===== config.mk =====
export PLATFORM = sky130hd
export DESIGN_NAME = execute_stage
export DESIGN_NICKNAME = d
export VERILOG_FILES = /design/src/rtl/execute_stage.sv
export SDC_FILE = /design/constraint.sdc
export NUM_CORES = 2
export LEC_CHECK = 0
export ABC_CLOCK_PERIOD_IN_PS = 22300
export CORE_AREA = 2 2 424 426
export CTS_CLUSTER_DIAMETER = 120
export DETAILED_ROUTE_END_ITERATION = 10
export DIE_AREA = 0 0 426 428
export SETUP_SLACK_MARGIN = 0.5
export SLEW_MARGIN = 0
export SYNTH_ARGS = -nofsm -noshare
export SYNTH_HDL_FRONTEND = slang
export SYNTH_SLANG_ARGS = --single-unit

===== constraint.sdc =====
create_clock -name clk -period 22.3 [get_ports clk]
set_clock_uncertainty 0.2 [all_clocks]
set_input_delay 4.46 -clock clk [delete_from_list [all_inputs] [get_ports clk]]
set_output_delay 4.46 -clock clk [all_outputs]
set_load 0.005 [all_outputs]

===== src/rtl/execute_stage.sv =====
// execute_stage: Decode->Execute pipeline register plus the Execute datapath.
// The register stage captures the control word, operands and register indices.
// Forwarding muxes pick the operands feeding an 8-bit scalar ALU and a
// 16-lane x 8-bit vector ALU. Both ALUs are combinational.
// Optional build macro ALU_FLAGS_EN adds the alu_zero and alu_carry outputs.
module execute_stage #(
  parameter int DATA_W = 16,
  parameter int VEC_W  = 128,
  parameter int LANE_W = 8
) (
  input  logic              clk,
  input  logic              reset,
  input  logic [19:0]       ctrl_in,
  input  logic [DATA_W-1:0] srcA_in,
  input  logic [DATA_W-1:0] srcB_in,
  input  logic [VEC_W-1:0]  srcA_vector_in,
  input  logic [VEC_W-1:0]  srcB_vector_in,
  input  logic [4:0]        rs1_decode,
  input  logic [4:0]        rs2_decode,
  input  logic [4:0]        rd_decode,
  input  logic [2:0]        select_forward_mux_A,
  input  logic [2:0]        select_forward_mux_B,
  input  logic [DATA_W-1:0] fwd_wb_data,
  input  logic [DATA_W-1:0] fwd_mem_data,
  input  logic [VEC_W-1:0]  fwd_wb_vector,
  input  logic [VEC_W-1:0]  fwd_mem_vector,
  output logic              wre_execute,
  output logic              vector_wre_execute,
  output logic              write_memory_enable_a_execute,
  output logic              write_memory_enable_b_execute,
  output logic [1:0]        select_writeback_data_mux_execute,
  output logic [1:0]        select_writeback_vector_data_mux_execute,
  output logic [4:0]        aluOp_execute,
  output logic [4:0]        aluVectorOp_execute,
  output logic              load_instruction,
  output logic [DATA_W-1:0] srcA_execute,
  output logic [DATA_W-1:0] srcB_execute,
  output logic [DATA_W-1:0] srcB_fwd,
  output logic [VEC_W-1:0]  vector_srcA_execute,
  output logic [VEC_W-1:0]  vector_srcB_execute,
  output logic [4:0]        rs1_execute,
  output logic [4:0]        rs2_execute,
  output logic [4:0]        rd_execute,
  output logic [7:0]        alu_result_execute,
  output logic [VEC_W-1:0]  alu_vector_result_execute
`ifdef ALU_FLAGS_EN
  ,
  output logic              alu_zero,
  output logic              alu_carry
`endif
);

  localparam int LANES = VEC_W / LANE_W;

  // Bit 0 of the control word is reserved and never stored.
  logic [19:1]       ctrl_q;
  logic [DATA_W-1:0] fwd_a;
  logic [DATA_W-1:0] fwd_b;
  logic [VEC_W-1:0]  vfwd_a;
  logic [VEC_W-1:0]  vfwd_b;

  // One lane of ALU: shared by the scalar path and every vector lane.
  function automatic logic [LANE_W-1:0] alu_lane(input logic [4:0] op,
                                                 input logic [LANE_W-1:0] a,
                                                 input logic [LANE_W-1:0] b);
    logic [LANE_W-1:0] r;
    r = '0;
    case (op)
      5'd0: r = a + b;
      5'd1: r = a - b;
      5'd2: r = a & b;
      5'd3: r = a | b;
      5'd4: r = a ^ b;
      5'd5: r = a << b[2:0];
      5'd6: r = a >> b[2:0];
      5'd7: r = a * b;
      5'd8: r = a;
      5'd9: r = b;
      default: r = '0;
    endcase
    return r;
  endfunction

  // Decode->Execute register; a bubble is simply an all-zero control word.
  always_ff @(posedge clk or posedge reset) begin
    if (reset) begin
      ctrl_q              <= '0;
      srcA_execute        <= '0;
      srcB_execute        <= '0;
      vector_srcA_execute <= '0;
      vector_srcB_execute <= '0;
      rs1_execute         <= '0;
      rs2_execute         <= '0;
      rd_execute          <= '0;
    end else begin
      ctrl_q              <= ctrl_in[19:1];
      srcA_execute        <= srcA_in;
      srcB_execute        <= srcB_in;
      vector_srcA_execute <= srcA_vector_in;
      vector_srcB_execute <= srcB_vector_in;
      rs1_execute         <= rs1_decode;
      rs2_execute         <= rs2_decode;
      rd_execute          <= rd_decode;
    end
  end

  assign wre_execute                              = ctrl_q[19];
  assign vector_wre_execute                       = ctrl_q[18];
  assign write_memory_enable_a_execute            = ctrl_q[17];
  assign write_memory_enable_b_execute            = ctrl_q[16];
  assign select_writeback_data_mux_execute        = ctrl_q[15:14];
  assign select_writeback_vector_data_mux_execute = ctrl_q[13:12];
  assign aluOp_execute                            = ctrl_q[11:7];
  assign aluVectorOp_execute                      = ctrl_q[6:2];
  assign load_instruction                         = ctrl_q[1];

  // Forwarding muxes: 1 = writeback, 2 = memory, anything else = registered operand.
  always_comb begin
    fwd_a  = srcA_execute;
    fwd_b  = srcB_execute;
    vfwd_a = vector_srcA_execute;
    vfwd_b = vector_srcB_execute;
    if (select_forward_mux_A == 3'd1) begin
      fwd_a  = fwd_wb_data;
      vfwd_a = fwd_wb_vector;
    end else if (select_forward_mux_A == 3'd2) begin
      fwd_a  = fwd_mem_data;
      vfwd_a = fwd_mem_vector;
    end
    if (select_forward_mux_B == 3'd1) begin
      fwd_b  = fwd_wb_data;
      vfwd_b = fwd_wb_vector;
    end else if (select_forward_mux_B == 3'd2) begin
      fwd_b  = fwd_mem_data;
      vfwd_b = fwd_mem_vector;
    end
  end

  assign srcB_fwd = fwd_b;

  // The scalar ALU only looks at the low byte of each operand.
  assign alu_result_execute = alu_lane(aluOp_execute, fwd_a[7:0], fwd_b[7:0]);

  // Vector ALU: lanes are fully independent, so no carry or borrow can leak.
  always_comb begin
    alu_vector_result_execute = '0;
    for (int i = 0; i < LANES; i++) begin
      alu_vector_result_execute[i*LANE_W +: LANE_W] =
        alu_lane(aluVectorOp_execute, vfwd_a[i*LANE_W +: LANE_W], vfwd_b[i*LANE_W +: LANE_W]);
    end
  end

  // The upper bits of forwarded A and the reserved control bit have no consumer.
  logic unused_bits;
  assign unused_bits = ^{ctrl_in[0], fwd_a[DATA_W-1:8]};

`ifdef ALU_FLAGS_EN
  logic [8:0] add_wide;
  assign add_wide = {1'b0, fwd_a[7:0]} + {1'b0, fwd_b[7:0]};

  // Flags follow the scalar result; carry is meaningful for ADD/SUB only.
  always_comb begin
    alu_zero  = (alu_result_execute == 8'd0);
    alu_carry = 1'b0;
    if (aluOp_execute == 5'd0)
      alu_carry = add_wide[8];
    else if (aluOp_execute == 5'd1)
      alu_carry = (fwd_a[7:0] < fwd_b[7:0]);
  end
`endif

endmodule


==> run metrics <==
outcome finished clean; Netlist Area Pre-Place 0.0557 mm^2; full die area 0.182 mm^2; Pleak 0.0308 uW; floorplan row count 155; WL final 352000 um; RSZ-0062 raised after global routing no; post-route cell area 0.0703 mm^2; nature of the critical path endpoint output port; PwrDens 62.9 mW/mm^2; worst hold path cell count 1; initial antenna violation count 73; HPWL after DPL 282000 um; Die X 426 um; Final Cycle Share 76.1%; dpl cell area 0.0688 mm^2; WP data arrival 12.31 ns; CTS resizes 0; Max transition margin 14.2%; total track usage 37.2%; Crit path largest cell delay 0.85 ns; Slowest cell on crit path a31oi_2; root buffer cell clkbuf_16; vias in the first global route 59900; fmax 58.9 MHz; Mean Syn Cell Area 7.41 um^2; Num CTS Buffers 44; Die H 428 um; CTS H-tree lvls 2; CTS tree built; # DRC 0; Final ANT Viol Nets 0; Clock Path Buffers 3; Yosys warnings 0; Yosys cell types 101; pins over their slew limit 0; Final GP Congestion 1.05; drt via density 5.89; Seq cells post-synth 322; clock slew at reported path FFs 0.07 ns; Required @ worst endpoint 17.64 ns; Top FF cell, synth dfrtp_1; Final Hold Fails 0; worst-case vdd ir drop 58.3 uV; worst-path fanout max 58; layout cell share with drive strength beyond 1 5.63%; startpoint types input port; Starting Density 31.4%; DR vias 63300; net count after synthesis 9020; commonest non-fill, non-tap cells in the layout 1224 x nor2_1, 1085 x clkdlybuf4s50_1, 733 x inv_1; endpoints failing setup 0; WL per Instance 32.8 um; Final min period 16.97 ns; pin count of the biggest net entering global routing 163; crit path kind in2out; slew of the pin with the lowest slew margin 1.28 ns; CTS Hold Buffers Added 0; Setup TNS Final 0 ns; Synth async-reset ratio 100%; Port Buf Inserts 1091; most common cell after layout, fill and taps aside nor2_1; fin nets 9812; first-pass GRT wire length 481000 um; grt ovf 0; post-CTS setup buffer count 0; total power 4420 uW; # IOs 1093; area grow syn2layout 26.2%; Cells after Synth 7516; Hold Crit Class in2reg; Max-Cap Viols 0; DRT Pass-1 Iters 6; critical path, cell by cell buf_6 > buf_4 > or3b_4 > buf_4 > nor2_1 > a31oi_2 > inv_1 > nor2_1 > fa_1 > ha_1 > fa_1 > inv_1 > fa_1 > inv_1 > ha_1 > a21oi_1 > xnor2_1 > xnor2_1 > xnor3_1 > nor2_1 > a211o_1 > clkdlybuf4s50_1; Post-synth EDFFs 0; Initial DRC Count 8010; Core Area 0.178 mm^2; clk sinks 322; post-synthesis sequential area ratio 14.5%
cell usage after synthesis (23+ instances only):
library cell	instances	area, um^2
a221o_1	25	250
o211a_1	35	350
nand2_1	718	2700
buf_2	178	891
buf_1	51	191
mux2i_1	56	561
nand3_1	79	395
a21oi_1	460	2300
clkbuf_1	227	852
o221ai_1	191	1670
nor3_1	99	495
a31oi_1	81	507
xor2_1	90	788
inv_2	30	113
fa_1	205	4100
nor2_1	1228	4610
a31o_2	38	333
o211ai_1	247	1850
nand2b_1	85	532
inv_1	734	2760
a22oi_1	52	390
a211oi_1	78	586
o22ai_1	68	425
a21o_1	70	526
o21ai_0	330	1650
dfrtp_1	322	8060
nor2b_1	36	225
ha_1	680	8510
and3_1	37	231
a41oi_1	23	201
buf_4	44	330
a221oi_1	103	902
xnor2_1	371	3250
report_power, final:
part | switching (uW) | leakage, uW | internal (uW)
registers | 59.9 | 0.00375 | 614
clock network | 334 | 0.000710 | 418
logic | 1750 | 0.0263 | 1240
total | 2150 | 0.0308 | 2280
metal layers:
layer / global-route usage [%] / routed length [um] / vias up
met4: 24.3 / 27000 / 48
met1: 47.9 / 141000 / 31100
met5: 0 / 305 / -
met3: 12.0 / 40700 / 681
li1: - / - / 27700
met2: 52.8 / 144000 / 3729
cell families (layout without fill, tap and decap cells):
logic type	after synthesis	after routing	share of synthesized area, %
xor+xnor	477	477	7.89
simple gates	2377	2377	17.8
fa+ha+maj	896	896	22.8
mux	72	72	1.34
buf+inv	1300	2125	9.67
compound gates	2072	2072	26.0
flops	322	322	14.5
other cells	0	37	0
stage by stage:
step / worst slack [ns] / hold slack (ns) / utilization (%) / instances
floorplan: 8.23 / 4.29 / - / 7516
global placement: 5.46 / 4.70 / 38.7 / 10600
detailed placement: 5.42 / 4.71 / 38.7 / 10600
CTS: 5.43 / 4.00 / 39.5 / 10700
global route: 5.00 / 4.01 / 39.6 / 10700
finish: 5.33 / 4.02 / 39.6 / 10700
flip-flops by register name, summed over array words and instances (netlist names):
| register | count |
|---|---|
| ctrl_q | 19 |
| rd_execute | 5 |
| rs1_execute | 5 |
| rs2_execute | 5 |
| srcA_execute | 16 |
| srcB_execute | 16 |
| vector_srcA_execute | 128 |
| vector_srcB_execute | 128 |
critical path: cells and delay by family:
| family | cells | cell delay [ns] |
|---|---|---|
| adder cells (fa/ha/maj) | 5 | 2.01 |
| XOR/XNOR | 3 | 0.73 |
| AO/OA/AOI/OAI | 3 | 1.22 |
| buffers and inverters | 7 | 2.80 |
| AND/OR/NAND/NOR | 4 | 0.95 |
path summary, 6_finish.rpt:
check                                         from                                  to
worst max-delay path       select_forward_mux_B[2]       alu_vector_result_execute[47]
worst min-delay path             srcA_vector_in[1]    vector_srcA_execute[1]$_DFF_PP0_
max in group asynchronous                    reset  vector_srcB_execute[124]$_DFF_PP0_
min in group asynchronous                    reset             rd_execute[3]$_DFF_PP0_
area by class of cell:
type                       count  area [um^2]
inverter                     784         2950
clock inverter                23          277
clock buffer                  56         1190
fill                       18600       107000
tap                         2355         2950
antenna                       37         92.6
multi-input combinational   5894        42500
timing repair buffer        1262        12300
sequential                   322         8060
Power figures use the tool's default switching activity.
